<file path="src/rtl/seq_detect_arbiter_if.sv">
// Handshake bundle for seq_detect_arbiter: per-channel serial
// requests/grants, synchronous flush, and the tagged match pulse.
interface seq_detect_arbiter_if #(
  parameter int NCH = 4
);
  localparam int CHW = $clog2(NCH);

  logic           flush;
  logic [NCH-1:0] bit_in;
  logic [NCH-1:0] bit_vld;
  logic [NCH-1:0] bit_rdy;
  logic           match_vld;
  logic [CHW-1:0] match_ch;

  modport master (
    output flush, bit_in, bit_vld,
    input  bit_rdy, match_vld, match_ch
  );

  modport slave (
    input  flush, bit_in, bit_vld,
    output bit_rdy, match_vld, match_ch
  );
endinterface

</file>
<file path="src/rtl/seq_detect_arbiter.sv">
// One shared pattern matcher round-robin multiplexed over NCH channels.
// SEQ_DETECT_MATCH_COUNT_EN adds per-channel saturating match counters.
module seq_detect_arbiter #(
  parameter int               NCH     = 4,
  parameter int               PAT_W   = 4,
  parameter logic [PAT_W-1:0] PATTERN = 4'b1001,
  localparam int              CHW     = $clog2(NCH)
) (
  input  logic                clk,
  input  logic                rst,
  seq_detect_arbiter_if.slave bus
`ifdef SEQ_DETECT_MATCH_COUNT_EN
  ,
  input  logic [CHW-1:0]      cnt_sel,
  output logic [7:0]          match_cnt
`endif
);

  localparam int FW = $clog2(PAT_W);
  localparam logic [FW-1:0] FULL = FW'(PAT_W - 1);

  logic [CHW-1:0]   ptr;
  logic [PAT_W-2:0] hist [NCH];
  logic [FW-1:0]    fill [NCH];
  logic             mvld;
  logic [CHW-1:0]   mch;

  logic [NCH-1:0]   gnt;
  logic [CHW-1:0]   g;
  logic             any;
  logic [CHW:0]     sum;
  logic [PAT_W-1:0] cand;
  logic             hit;

  // First requester at or after ptr, wrapping modulo NCH.
  always_comb begin
    gnt = '0;
    g   = '0;
    any = 1'b0;
    sum = '0;
    for (int k = 0; k < NCH; k++) begin
      sum = {1'b0, ptr} + (CHW+1)'(k);
      if (sum >= (CHW+1)'(NCH))
        sum = sum - (CHW+1)'(NCH);
      if (!any && bus.bit_vld[sum[CHW-1:0]]) begin
        any = 1'b1;
        g   = sum[CHW-1:0];
      end
    end
    if (bus.flush || rst)
      any = 1'b0;
    if (any)
      gnt[g] = 1'b1;
  end

  // A channel must have PAT_W bits behind it before it can hit.
  assign cand = {hist[g], bus.bit_in[g]};
  assign hit  = any && (cand == PATTERN)
             && (fill[g] == FULL);

  always_ff @(posedge clk or posedge rst) begin
    if (rst) begin
      ptr  <= '0;
      mvld <= 1'b0;
      mch  <= '0;
      for (int i = 0; i < NCH; i++) begin
        hist[i] <= '0;
        fill[i] <= '0;
      end
    end else if (bus.flush) begin
      mvld <= 1'b0;
      for (int i = 0; i < NCH; i++) begin
        hist[i] <= '0;
        fill[i] <= '0;
      end
    end else if (any) begin
      hist[g] <= cand[PAT_W-2:0];
      if (fill[g] != FULL)
        fill[g] <= fill[g] + 1'b1;
      ptr  <= (g == CHW'(NCH - 1)) ? '0 : g + 1'b1;
      mvld <= hit;
      if (hit)
        mch <= g;
    end else begin
      mvld <= 1'b0;
    end
  end

  assign bus.bit_rdy   = gnt;
  assign bus.match_vld = mvld;
  assign bus.match_ch  = mch;

`ifdef SEQ_DETECT_MATCH_COUNT_EN
  logic [7:0] cnt [NCH];

  always_ff @(posedge clk or posedge rst) begin
    if (rst) begin
      for (int i = 0; i < NCH; i++)
        cnt[i] <= '0;
    end else if (bus.flush) begin
      for (int i = 0; i < NCH; i++)
        cnt[i] <= '0;
    end else if (hit && cnt[g] != 8'hff) begin
      cnt[g] <= cnt[g] + 8'd1;
    end
  end

  assign match_cnt = cnt[cnt_sel];
`endif

endmodule

</file>
<file path="src/flat_wrapper.sv">
// flat-port wrapper written by rule: the top's interface ports become plain ports
module seq_detect_arbiter_flat 
#(
  parameter int               NCH     = 4,
  parameter int               PAT_W   = 4,
  parameter logic [PAT_W-1:0] PATTERN = 4'b1001,
  localparam int              CHW     = $clog2(NCH)
)
  (clk, rst, bus_flush, bus_bit_in, bus_bit_vld, bus_bit_rdy, bus_match_vld, bus_match_ch);
  seq_detect_arbiter_if #(.NCH(NCH)) bus_i ();
  input  logic clk;
  input  logic rst;
  input wire logic [$bits(bus_i.flush)-1:0] bus_flush;
  input wire logic [$bits(bus_i.bit_in)-1:0] bus_bit_in;
  input wire logic [$bits(bus_i.bit_vld)-1:0] bus_bit_vld;
  output wire logic [$bits(bus_i.bit_rdy)-1:0] bus_bit_rdy;
  output wire logic [$bits(bus_i.match_vld)-1:0] bus_match_vld;
  output wire logic [$bits(bus_i.match_ch)-1:0] bus_match_ch;
  assign bus_i.flush = bus_flush;
  assign bus_i.bit_in = bus_bit_in;
  assign bus_i.bit_vld = bus_bit_vld;
  assign bus_bit_rdy = bus_i.bit_rdy;
  assign bus_match_vld = bus_i.match_vld;
  assign bus_match_ch = bus_i.match_ch;
  seq_detect_arbiter #(.NCH(NCH), .PAT_W(PAT_W), .PATTERN(PATTERN)) u_core (.clk(clk), .rst(rst), .bus(bus_i));
endmodule
</file>
<file path="config.mk">
export PLATFORM = sky130hd
export DESIGN_NAME = seq_detect_arbiter_flat
export DESIGN_NICKNAME = d
export VERILOG_FILES = /design/src/rtl/seq_detect_arbiter_if.sv /design/src/rtl/seq_detect_arbiter.sv /design/src/flat_wrapper.sv
export SDC_FILE = /design/constraint.sdc
export NUM_CORES = 1
export LEC_CHECK = 0
export CAP_MARGIN = 30
export CELL_PAD_IN_SITES_DETAIL_PLACEMENT = 2
export CELL_PAD_IN_SITES_GLOBAL_PLACEMENT = 2
export CORE_ASPECT_RATIO = 0.5
export CORE_UTILIZATION = 35
export CTS_CLUSTER_SIZE = 16
export DETAILED_ROUTE_END_ITERATION = 16
export GPL_ROUTABILITY_DRIVEN = 0
export GPL_TIMING_DRIVEN = 0
export PLACE_DENSITY = 0.89
export SLEW_MARGIN = 20
export SYNTH_ARGS = -nofsm -noshare
export SYNTH_HDL_FRONTEND = slang
export SYNTH_SLANG_ARGS = --single-unit
</file>
<file path="constraint.sdc">
create_clock -name clk -period 3.3 [get_ports clk]
set_input_delay 0.33 -clock clk [delete_from_list [all_inputs] [get_ports clk]]
set_output_delay 0.33 -clock clk [all_outputs]
set_load 0.01 [all_outputs]
</file>
==> results.txt, run 1 <==
----------------------------------------------------
[Run status]
  Run status ... complete, but fails checks
  Violations in the final reports ... DRC

[Timing]
  Final Cycle Share ... 0.958
  Layout Skew ... 0.00539 ns
  Unrepaired setup endpoints after global routing ... no
  Slew margin rel. ... 0.403
  Transition time at the pin with the least slew margin ... 0.888 ns
  Final setup violation count ... 0
  Peak Freq ... 316 MHz
  Number of endpoints with negative hold slack in the final report ... 0
  Final Slew Violations ... 0
  Final critical path time including I/O delays and setup ... 3.16 ns

[Worst setup path]
  CP endpoint kind ... output pin
  Destination of the worst register-to-register timing path ... u_core.bus.match_ch[1]
  Max stage delay on crit path ... 0.56 ns
  CP required ... 2.97 ns
  Largest driver fanout on the critical path ... 11
  Startpoint of the worst setup timing path ... bus_bit_vld[1]
  Type of element launching the critical path ... primary input
  Worst R2R Path Depth ... 11
  Sequence of cells on the critical path ... clkdlybuf4s50_1, nand2b_2, a21oi_2, o32a_1, buf_6, buf_12, inv_1, ha_1, nand2_1, inv_1, clkdlybuf4s50_1
  Endpoint arrival time on the critical path ... 2.83 ns
  Kind of cell adding the most delay to the critical path ... buffers and inverters
  Worst R2R Start ... u_core.ptr[0]
  Buffers & Inverters on Critical Path ... 6
  Cell at the slowest stage of the critical path ... sky130_fd_sc_hd__clkdlybuf4s50_1
  Start-to-end type of the worst setup path ... in2out
  Setup slack of the most critical reg-to-reg path ... 0.47 ns

[Place]
  Number of buffers added on ports ... 17
  Placed Instances ... 215
  Placed wire-length estimate after detailed placement ... 3.03 mm
  Placed Area ... 0.00170 mm^2

[Floorplanning]
  Die Ht ... 47.3 um
  Die Width ... 92.7 um
  Initial core utilization ... 0.367
  Area of the core region ... 0.00392 mm^2
  Cell row count ... 16
  Die footprint ... 0.00439 mm^2
  Number of primary I/O pins ... 18

[Clock tree]
  Setup fix buffers added after clock tree synthesis ... 0
  Clock transition at the registers of the reported paths ... 0.09 ns
  Clock insertion delay at the later pin of the skew report ... 0.28 ns
  Clk sinks ... 25
  CTS tree ... done
  Number of H-tree levels ... 1
  Buffer type at the clock tree root ... sky130_fd_sc_hd__clkbuf_8
  Number of CTS-inserted buffers ... 3
  Maximum count of clock buffers along a single path ... 2

[Logic synthesis]
  Syn_area_per_cell ... 10.1 um^2
  Post-synth top flop ... sky130_fd_sc_hd__dfrtp_1
  Library cells used by synthesis ... 29
  Post-synthesis sequential area ratio ... 0.435
  Count of warnings emitted by yosys ... 0
  Synth Instances ... 143
  Leading post-synthesis cells by instance count ... sky130_fd_sc_hd__dfrtp_1, sky130_fd_sc_hd__o21ai_0, sky130_fd_sc_hd__nand2_1
  Most common cell in the synthesized netlist ... sky130_fd_sc_hd__dfrtp_1
  Number of enable-type register cells in the synthesized netlist ... 0
  Net Count, Synth ... 159
  Share of async-settable or async-resettable flops after synthesis ... 1.00
  Share of the synthesized area in the top cell type ... 0.435
  Count of state elements after synthesis ... 25
  Biggest area consumer among synthesized cells ... sky130_fd_sc_hd__dfrtp_1
  Post-synthesis instance area ... 0.00144 mm^2
  Synth area leaders ... sky130_fd_sc_hd__dfrtp_1, sky130_fd_sc_hd__mux2i_1, sky130_fd_sc_hd__o21ai_0

[Routing]
  Total length of routed wires ... 4.31 mm
  Total DRC errors in the routed layout ... 1
  Via-per-instance ratio ... 5.14
  Antenna-violating nets left ... 0
  Wire length per cell ... 19.7 um
  Overall via count from detail_route ... 1125
  First-pass iteration count of the detailed router ... 10
  Initial DRC Count ... 41

[Power and ir drop]
  Net Switching ... 0.000331 W
  Clk network pwr share ... 0.206
  Static leakage ... 0.801 nW
  Overall Power ... 0.000915 W
  Part of the total power dissipated in sequential elements ... 0.409
  Combinational share of power ... 0.385
  Worst VDD drop ... 218 uV
  Internal power component ... 0.000584 W
  Switching part of the total power ... 0.362
  Power Dens Cells ... 520 mW/mm^2

[GRT]
  Number of antenna violations at the first check in global routing ... 0
  Aggregate global routing overflow ... 0
  Largest net degree at the start of global routing ... 16
  Wire length of the first global-routing pass ... 6.75 mm
  GRT Util Overall ... 0.219
  Via count of the first global-routing pass ... 1253

[Finish]
  Final Cell Area ... 0.00176 mm^2
  Net count of the finished layout ... 182
  Non-Filler Instances ... 219
  Fraction of layout cells with a size suffix above 1 ... 0.127
  Synth-to-Final Area Change ... 22.3%
  Diode count ... 0

[Job]
  Max Cap Violations ... 0

[Min path]
  Path class of the lowest-slack min-delay path ... in2async

----------------------------------------------------
cell usage in the layout, fill, tap and decap left out:
cell type / instances
sky130_fd_sc_hd__a211oi_1: 1
sky130_fd_sc_hd__and2b_1: 1
sky130_fd_sc_hd__a211oi_2: 1
sky130_fd_sc_hd__buf_12: 1
sky130_fd_sc_hd__nor2b_1: 1
sky130_fd_sc_hd__a21oi_1: 2
sky130_fd_sc_hd__buf_16: 1
sky130_fd_sc_hd__o21ai_0: 18
sky130_fd_sc_hd__o21ai_1: 3
sky130_fd_sc_hd__clkbuf_8: 3
sky130_fd_sc_hd__clkdlybuf4s50_1: 17
sky130_fd_sc_hd__mux2_4: 3
sky130_fd_sc_hd__nand2_1: 15
sky130_fd_sc_hd__nor3_1: 1
sky130_fd_sc_hd__and2_1: 2
sky130_fd_sc_hd__nand2_2: 2
sky130_fd_sc_hd__inv_1: 10
sky130_fd_sc_hd__a21o_1: 1
sky130_fd_sc_hd__nand2b_2: 1
sky130_fd_sc_hd__a21oi_2: 1
sky130_fd_sc_hd__ha_1: 5
sky130_fd_sc_hd__nor2_1: 5
sky130_fd_sc_hd__o32a_1: 2
sky130_fd_sc_hd__nand2b_1: 9
sky130_fd_sc_hd__nand3b_1: 12
sky130_fd_sc_hd__mux2_2: 5
sky130_fd_sc_hd__clkbuf_1: 3
sky130_fd_sc_hd__nand4_4: 1
sky130_fd_sc_hd__mux2i_1: 10
sky130_fd_sc_hd__nor4_1: 1
sky130_fd_sc_hd__buf_6: 2
sky130_fd_sc_hd__dfrtp_1: 25
timing repair:
action / CTS / global route
hold buffers: 0 / 0
endpoints found under the setup margin: 2 / 2
resized for setup: 1 / 3
kinds of logic (layout without fill, tap and decap cells):
kind of cell / count (synthesis) / after routing / share of synthesized area
fa+ha+maj: 5 / 5 / 0.0435
buf+inv: 15 / 37 / 0.0565
compound gates: 29 / 29 / 0.119
mux: 18 / 18 / 0.140
simple gates: 51 / 51 / 0.206
flops: 25 / 25 / 0.435
worst max path at each step:
stage,to,depth (start not counted)
2_1_floorplan,u_core.bus.match_ch[0],11
3_3_place_gp,u_core.bus.match_ch[0],12
3_5_place_dp,u_core.bus.match_ch[1],12
4_1_cts,bus_bit_rdy[2],10
5_1_grt,bus_bit_rdy[1],11
6_report,bus_bit_rdy[1],11
metrics by stage:
stage / setup WS [ns] / TNS [ns] / util / hold WS (ns)
CTS: 0.0265 / 0 / 0.446 / 0.459
global route: 0.0308 / 0 / 0.449 / 0.489
finish: 0.138 / 0 / 0.449 / 0.444
floorplan: 0.806 / 0 / - / 0.357
detailed placement: -0.108 / -0.326 / 0.434 / 0.505
global placement: 0.0356 / 0 / 0.427 / 0.491
per-layer routing:
layer / vias to the layer above / wire (um) / global-route usage
met1: 572 / 1960 / 0.265
met2: 12 / 2190 / 0.400
met3: 9 / 94 / 0.0469
met4: 0 / 70 / 0.0862
met5: - / 0 / 0
li1: 532 / - / -
flip-flops by register name, summed over array words and instances, names as in the netlist:
register,flops
u_core.ptr,2
u_core.fill,8
u_core.bus.match_vld,1
u_core.bus.match_ch,2
u_core.hist,12
worst reg2reg max path, cell delays in order, from the launching register on:
cell and delay (ns):
sky130_fd_sc_hd__dfrtp_1 0.42, sky130_fd_sc_hd__nor2b_1 0.10, sky130_fd_sc_hd__a21o_1 0.17, sky130_fd_sc_hd__a211oi_2 0.37, sky130_fd_sc_hd__buf_6 0.23, sky130_fd_sc_hd__mux2i_1 0.09
sky130_fd_sc_hd__mux2_2 0.32, sky130_fd_sc_hd__inv_1 0.09, sky130_fd_sc_hd__ha_1 0.25, sky130_fd_sc_hd__and2_1 0.21, sky130_fd_sc_hd__nand4_4 0.15, sky130_fd_sc_hd__mux2_4 0.32
cell type report:
class | count | area (um^2)
Inverter | 10 | 37.5
Fill cell | 434 | 2160
Buffer | 5 | 50.0
Sequential cell | 25 | 626
Tap cell | 54 | 67.6
Clock buffer | 4 | 45.0
Timing Repair Buffer | 18 | 198
Multi-Input combinational cell | 103 | 737
power groups by stage:
stage | registers, W | clock network (W) | logic, W
floorplan | 0.000368 | 0 | 0.000234
global placement | 0.000375 | 0 | 0.000310
detailed placement | 0.000379 | 0 | 0.000336
CTS | 0.000375 | 0.000196 | 0.000348
global route | 0.000380 | 0.000202 | 0.000382
finish | 0.000374 | 0.000188 | 0.000353
(Power assumes the default switching activity.)
==> inputs of run 2 (changes only) <==
- CORE_UTILIZATION: 35 -> 36
- CTS_BUF_LIST: not set -> sky130_fd_sc_hd__clkbuf_8
- PLACE_DENSITY: 0.89 -> 0.91
- TNS_END_PERCENT: not set -> 5
==> run 2 against run 1 <==
Largest power group unchanged. Register-to-register slack improved by 0.04 ns. The flow now finishes without violations. Hold slack improved by 0.024 ns. Die area fell by 2.7%. Via count rose by 2.6%.
==> results.txt, run 2 (same netlist as run 1, synthesis figures left out) <==
----------------------------------------------------
[Run status]
  Run status ... complete, no violations (was complete, but fails checks)

[Floorplanning]
  Initial core utilization ... 0.397 (was 0.367)
  Die Ht ... 46.7 um (was 47.3 um)
  Area of the core region ... 0.00362 mm^2 (was 0.00392 mm^2)
  Cell row count ... 15 (was 16)
  Die Width ... 91.4 um (was 92.7 um)
  Die footprint ... 0.00427 mm^2 (was 0.00439 mm^2)
  Number of primary I/O pins ... 18 (unchanged)

[GRT]
  GRT Util Overall ... 0.228 (was 0.219)
  Wire length of the first global-routing pass ... 6.92 mm (was 6.75 mm)
  Largest net degree at the start of global routing ... 15 (was 16)
  Number of antenna violations at the first check in global routing ... 0 (unchanged)
  Via count of the first global-routing pass ... 1309 (was 1253)
  Aggregate global routing overflow ... 0 (unchanged)

[Routing]
  Overall via count from detail_route ... 1154 (was 1125)
  Total DRC errors in the routed layout ... 0 (was 1)
  Via-per-instance ratio ... 5.34 (was 5.14)
  First-pass iteration count of the detailed router ... 4 (was 10)
  Wire length per cell ... 20.5 um (was 19.7 um)
  Antenna-violating nets left ... 0 (unchanged)
  Initial DRC Count ... 22 (was 41)
  Total length of routed wires ... 4.42 mm (was 4.31 mm)

[Job]
  Max Cap Violations ... 0 (unchanged)

[Power and ir drop]
  Power Dens Cells ... 519 mW/mm^2 (was 520 mW/mm^2)
  Clk network pwr share ... 0.207 (was 0.206)
  Worst VDD drop ... 129 uV (was 218 uV)
  Internal power component ... 0.000578 W (was 0.000584 W)
  Combinational share of power ... 0.378 (was 0.385)
  Switching part of the total power ... 0.361 (was 0.362)
  Net Switching ... 0.000327 W (was 0.000331 W)
  Static leakage ... 0.798 nW (was 0.801 nW)
  Part of the total power dissipated in sequential elements ... 0.415 (was 0.409)

[Clock tree]
  Clk sinks ... 25 (unchanged)
  Post-CTS Hold Fix Bufs ... 0 (unchanged)
  Clock transition at the registers of the reported paths ... 0.09 ns (about the same)
  Number of H-tree levels ... 1 (unchanged)
  Clock insertion delay at the later pin of the skew report ... 0.27 ns (was 0.28 ns)
  Number of CTS-inserted buffers ... 3 (unchanged)
  Setup fix buffers added after clock tree synthesis ... 0 (unchanged)
  Quantity of gates resized following cts ... 1 (unchanged)
  CTS tree ... done (unchanged)
  Maximum count of clock buffers along a single path ... 2 (unchanged)
  Buffer type at the clock tree root ... sky130_fd_sc_hd__clkbuf_8 (unchanged)

[Finish]
  Leading cell type in the layout, fill and taps excluded ... sky130_fd_sc_hd__dfrtp_1 (unchanged)
  Net count of the finished layout ... 182 (unchanged)
  Largest registers ... u_core.hist: 12 flops, u_core.fill: 8 flops (unchanged)
  Number of filler cells placed in the layout ... 403 (was 434)
  Synth-to-Final Area Change ... 21.0% (was 22.3%)
  Non-Filler Instances ... 216 (was 219)
  Area taken by multi-input logic gates ... 737 um^2 (unchanged)
  Leading cell types in the layout, fill and taps excluded ... sky130_fd_sc_hd__dfrtp_1, sky130_fd_sc_hd__o21ai_0, sky130_fd_sc_hd__clkdlybuf4s50_1 (unchanged)
  Final Cell Area ... 0.00174 mm^2 (was 0.00176 mm^2)
  Number of flip-flops under the largest register name ... 12 (unchanged)
  Diode count ... 0 (unchanged)
  Sequential Area ... 626 um^2 (unchanged)
  Fraction of layout cells with a size suffix above 1 ... 0.133 (was 0.127)
  Register ranked first by flip-flop count ... u_core.hist (unchanged)

[Timing]
  Final Slew Violations ... 0 (unchanged)
  Number of endpoints with negative hold slack in the final report ... 0 (unchanged)
  Final critical path time including I/O delays and setup ... 3.18 ns (was 3.16 ns)
  Layout Skew ... 0.00723 ns (was 0.00539 ns)
  Transition time at the pin with the least slew margin ... 0.899 ns (was 0.888 ns)
  Final Cycle Share ... 0.962 (was 0.958)
  Peak Freq ... 315 MHz (was 316 MHz)
  Final setup violation count ... 0 (unchanged)
  Post-route worst hold slack ... 0.468 ns (was 0.444 ns)
  Slew margin rel. ... 0.396 (was 0.403)
  Unrepaired setup endpoints after global routing ... no (unchanged)

[Worst setup path]
  CP endpoint kind ... output pin (unchanged)
  Start-to-end type of the worst setup path ... in2out (unchanged)
  Type of element launching the critical path ... primary input (unchanged)
  Largest driver fanout on the critical path ... 11 (unchanged)
  Endpoint arrival time on the critical path ... 2.85 ns (was 2.83 ns)
  CP required ... 2.97 ns (about the same)
  Setup slack of the most critical reg-to-reg path ... 0.51 ns (was 0.47 ns)

[Place]
  Placed Instances ... 212 (was 215)
  Number of buffers added on ports ... 17 (unchanged)
  Placed wire-length estimate after detailed placement ... 3.25 mm (was 3.03 mm)
  Placed Area ... 0.00169 mm^2 (was 0.00170 mm^2)

[Min path]
  Path class of the lowest-slack min-delay path ... in2async (unchanged)

----------------------------------------------------
[run 2: area by class of cell]
type                            instances  share of cell area
Clock inverter                          1             0.00287
Clock buffer                            3              0.0237
Inverter                               10              0.0216
Tap cell                               51              0.0366
Sequential cell                        25               0.359
Multi-Input combinational cell        103               0.423
Timing Repair Buffer                   18               0.106
Buffer                                  5              0.0266
[run 2: metrics by stage]
stage	utilization	setup slack [ns]	setup TNS [ns]	total power, W
after floorplan	-	0.806	0	0.000602
after global placement	0.462	0.0165	0	0.000684
after detailed placement	0.466	-0.0836	-0.186	0.000714
after CTS	0.479	0.0401	0	0.000903
after global routing	0.481	0.00491	0	0.000951
final	0.481	0.124	0	0.000905
[run 2: path summary, 6_finish.rpt]
kind	cells after the start	to	from
min in group clk	1	u_core.bus.match_ch[1]	u_core.bus.match_ch[1]
max	11	bus_bit_rdy[1]	bus_bit_vld[1]
min reg2reg	1	u_core.bus.match_ch[1]	u_core.bus.match_ch[1]
min	2	u_core.hist[11]	rst
max in group asynchronous	3	u_core.hist[8]	rst
max reg2reg	11	u_core.bus.match_ch[0]	u_core.ptr[0]
[run 2: critical path, cell delays in order]
cell and delay (ns):
sky130_fd_sc_hd__clkdlybuf4s50_1 0.55, sky130_fd_sc_hd__nand2b_2 0.17, sky130_fd_sc_hd__a21oi_2 0.03, sky130_fd_sc_hd__o32a_1 0.34, sky130_fd_sc_hd__buf_6 0.14, sky130_fd_sc_hd__buf_12 0.14
sky130_fd_sc_hd__inv_1 0.10, sky130_fd_sc_hd__ha_1 0.16, sky130_fd_sc_hd__nand2_1 0.20, sky130_fd_sc_hd__inv_1 0.13, sky130_fd_sc_hd__clkdlybuf4s50_1 0.54
[run 2: power by group through the flow]
stage / registers [W] / clock network (W) / logic, W
floorplan: 0.000368 / 0 / 0.000234
global placement: 0.000375 / 0 / 0.000309
detailed placement: 0.000380 / 0 / 0.000333
CTS: 0.000374 / 0.000188 / 0.000341
global route: 0.000378 / 0.000198 / 0.000375
finish: 0.000375 / 0.000187 / 0.000342
[run 2: routing by layer]
metal  track usage  vias to the layer above  routed length [um]
met5             0                        -                   0
li1              -                      536                   -
met4        0.0794                        0                  41
met1         0.266                      600                1980
met3        0.0495                        6                  95
met2         0.438                       12                2300
==> inputs of run 3 (changes only) <==
- CORE_ASPECT_RATIO: 0.5 -> 0.7
==> run 3 against run 2 <==
Setup slack worse by 0.034 ns. Core utilization down 0.50 points. Clock power about the same. Register-to-register slack worse by 0.02 ns. Global-route usage down 0.98 points. Critical endpoint unchanged. Via count up 0.69%. Sequential share of layout area down 0.10 points. Die area down 0.26%.
==> results.txt, run 3 (same netlist as run 1, synthesis figures left out) <==
----------------------------------------------------
[Routing]
  Post-route met1 wirelength ... 1.90 mm (was 1.98 mm)
  Initial DRC Count ... 40 (was 22)
  Total DRC errors in the routed layout ... 0 (unchanged)
  Via-per-instance ratio ... 5.40 (was 5.34)
  DR WL met2 ... 2.14 mm (was 2.30 mm)
  First-pass iteration count of the detailed router ... 4 (unchanged)
  Met3 wire len ... 154 um (was 95 um)
  Overall via count from detail_route ... 1162 (was 1154)
  Highest routed layer ... met4 (unchanged)
  Total length of routed wires ... 4.25 mm (was 4.42 mm)
  Wire length per cell ... 19.7 um (was 20.5 um)
  Antenna-violating nets left ... 0 (unchanged)

[Worst setup path]
  Largest driver fanout on the critical path ... 11 (unchanged)
  Start-to-end type of the worst setup path ... in2out (unchanged)
  CP endpoint kind ... output pin (unchanged)
  Endpoint arrival time on the critical path ... 2.88 ns (was 2.85 ns)
  Type of element launching the critical path ... primary input (unchanged)
  CP required ... 2.97 ns (about the same)

[Power and ir drop]
  Worst VDD drop ... 212 uV (was 129 uV)
  Overall Power ... 0.000909 W (was 0.000905 W)
  Power Dens Cells ... 520 mW/mm^2 (was 519 mW/mm^2)
  Static leakage ... 0.801 nW (was 0.798 nW)

[Timing]
  Setup TNS Final ... 0 ns (unchanged)
  Peak Freq ... 312 MHz (was 315 MHz)
  Transition time at the pin with the least slew margin ... 0.964 ns (was 0.899 ns)
  Final Cycle Share ... 0.973 (was 0.962)
  Final critical path time including I/O delays and setup ... 3.21 ns (was 3.18 ns)
  Slew margin rel. ... 0.352 (was 0.396)
  Final setup violation count ... 0 (unchanged)
  Layout Skew ... 0.00319 ns (was 0.00723 ns)
  Post-layout worst setup margin ... 0.0901 ns (was 0.124 ns)
  Post-route worst hold slack ... 0.509 ns (was 0.468 ns)
  Final Slew Violations ... 0 (unchanged)
  Number of endpoints with negative hold slack in the final report ... 0 (unchanged)

[Run status]
  Run status ... complete, no violations (unchanged)

[GRT]
  Largest net degree at the start of global routing ... 14 (was 15)
  Number of antenna violations at the first check in global routing ... 0 (unchanged)
  GRT Util Overall ... 0.219 (was 0.228)
  Aggregate global routing overflow ... 0 (unchanged)
  Via count of the first global-routing pass ... 1255 (was 1309)
  Wire length of the first global-routing pass ... 6.74 mm (was 6.92 mm)

[Finish]
  Largest registers ... u_core.hist: 12 flops, u_core.fill: 8 flops (unchanged)
  Synth-to-Final Area Change ... 21.4% (was 21.0%)
  Fraction of layout cells with a size suffix above 1 ... 0.127 (was 0.133)
  Core utilization of the finished layout ... 0.476 (was 0.481)
  Leading cell type in the layout, fill and taps excluded ... sky130_fd_sc_hd__dfrtp_1 (unchanged)
  Diode count ... 0 (unchanged)
  Leading cell types in the layout, fill and taps excluded ... sky130_fd_sc_hd__dfrtp_1, sky130_fd_sc_hd__o21ai_0, sky130_fd_sc_hd__clkdlybuf4s50_1 (unchanged)
  Register ranked first by flip-flop count ... u_core.hist (unchanged)
  Number of flip-flops under the largest register name ... 12 (unchanged)
  Net count of the finished layout ... 182 (unchanged)

[Place]
  Number of buffers added on ports ... 17 (unchanged)
  Setup slack at placement ... -0.128 ns (was -0.0836 ns)
  Placed wire-length estimate after detailed placement ... 3.18 mm (was 3.25 mm)

[Clock tree]
  Clk sinks ... 25 (unchanged)
  Number of CTS-inserted buffers ... 3 (unchanged)
  CTS tree ... done (unchanged)
  Clock insertion delay at the later pin of the skew report ... 0.27 ns (about the same)
  Maximum count of clock buffers along a single path ... 2 (unchanged)
  Buffer type at the clock tree root ... sky130_fd_sc_hd__clkbuf_8 (unchanged)
  Number of H-tree levels ... 1 (unchanged)
  Clock transition at the registers of the reported paths ... 0.09 ns (about the same)
  Setup fix buffers added after clock tree synthesis ... 0 (unchanged)

[Min path]
  Path class of the lowest-slack min-delay path ... in2async (unchanged)

[Job]
  Max Cap Violations ... 0 (unchanged)

[Floorplanning]
  Die Width ... 77.6 um (was 91.4 um)
  Die footprint ... 0.00426 mm^2 (was 0.00427 mm^2)
  Die Ht ... 54.9 um (was 46.7 um)
  Number of primary I/O pins ... 18 (unchanged)
  Initial core utilization ... 0.392 (was 0.397)
  Cell row count ... 18 (was 15)
  Area of the core region ... 0.00367 mm^2 (was 0.00362 mm^2)

----------------------------------------------------
==> run 3: routing by layer <==
layer | track usage | vias up
li1 | - | 532
met1 | 0.259 | 599
met2 | 0.422 | 26
met3 | 0.0377 | 5
met4 | 0.0629 | 0
met5 | 0 | -
==> run 3: metrics by stage <==
stage | area, um^2 | cells
after detailed placement | 1690 | 211
after global placement | 1670 | 210
final | 1750 | 215
after CTS | 1730 | 215
after global routing | 1750 | 215
after floorplan | 1440 | 143
==> run 3: power by group <==
part / total, W / internal (W) / switching (W)
Clock: 0.000184 / 0.0000835 / 0.000100
Sequential: 0.000376 / 0.000343 / 0.0000332
Combinational: 0.000349 / 0.000154 / 0.000195
==> run 3: worst max-delay path, cell delays in order <==
cell,delay [ns]
sky130_fd_sc_hd__clkdlybuf4s50_1,0.53
sky130_fd_sc_hd__nand2b_2,0.17
sky130_fd_sc_hd__a21oi_2,0.05
sky130_fd_sc_hd__o32a_1,0.35
sky130_fd_sc_hd__buf_6,0.14
sky130_fd_sc_hd__buf_12,0.14
sky130_fd_sc_hd__inv_1,0.11
sky130_fd_sc_hd__ha_1,0.17
sky130_fd_sc_hd__nand2_1,0.21
sky130_fd_sc_hd__inv_1,0.13
sky130_fd_sc_hd__clkdlybuf4s50_1,0.54
==> run 3: final timing paths <==
kind,slack (ns),end,startpoint,cells past startpoint
min reg2reg,0.52,u_core.bus.match_ch[1],u_core.bus.match_ch[1],1
max,0.09,bus_bit_rdy[1],bus_bit_vld[1],11
min,0.51,u_core.ptr[1],rst,2
max in group asynchronous,2.27,u_core.fill[1],rst,3
min in group clk,0.52,u_core.bus.match_ch[1],u_core.bus.match_ch[1],1
max reg2reg,0.49,u_core.bus.match_ch[0],u_core.ptr[0],11
==> run 3: area by class of cell <==
type	count	area [um^2]
fill	388	1920
multi-input combinational	103	744
sequential	25	626
timing repair buffer	18	185
tap	50	62.6
buffer	5	46.3
clock buffer	3	41.3
inverter	10	37.5
clock inverter	1	3.75
==> run 3: what timing repair did <==
| action | 4_1_cts | 5_1_grt |
|---|---|---|
| resized for setup | 1 | 3 |
| cloned | 0 | 0 |
| hold buffers | 0 | 0 |
| pin swaps | 0 | 0 |
| endpoints found under the setup margin | 2 | 2 |
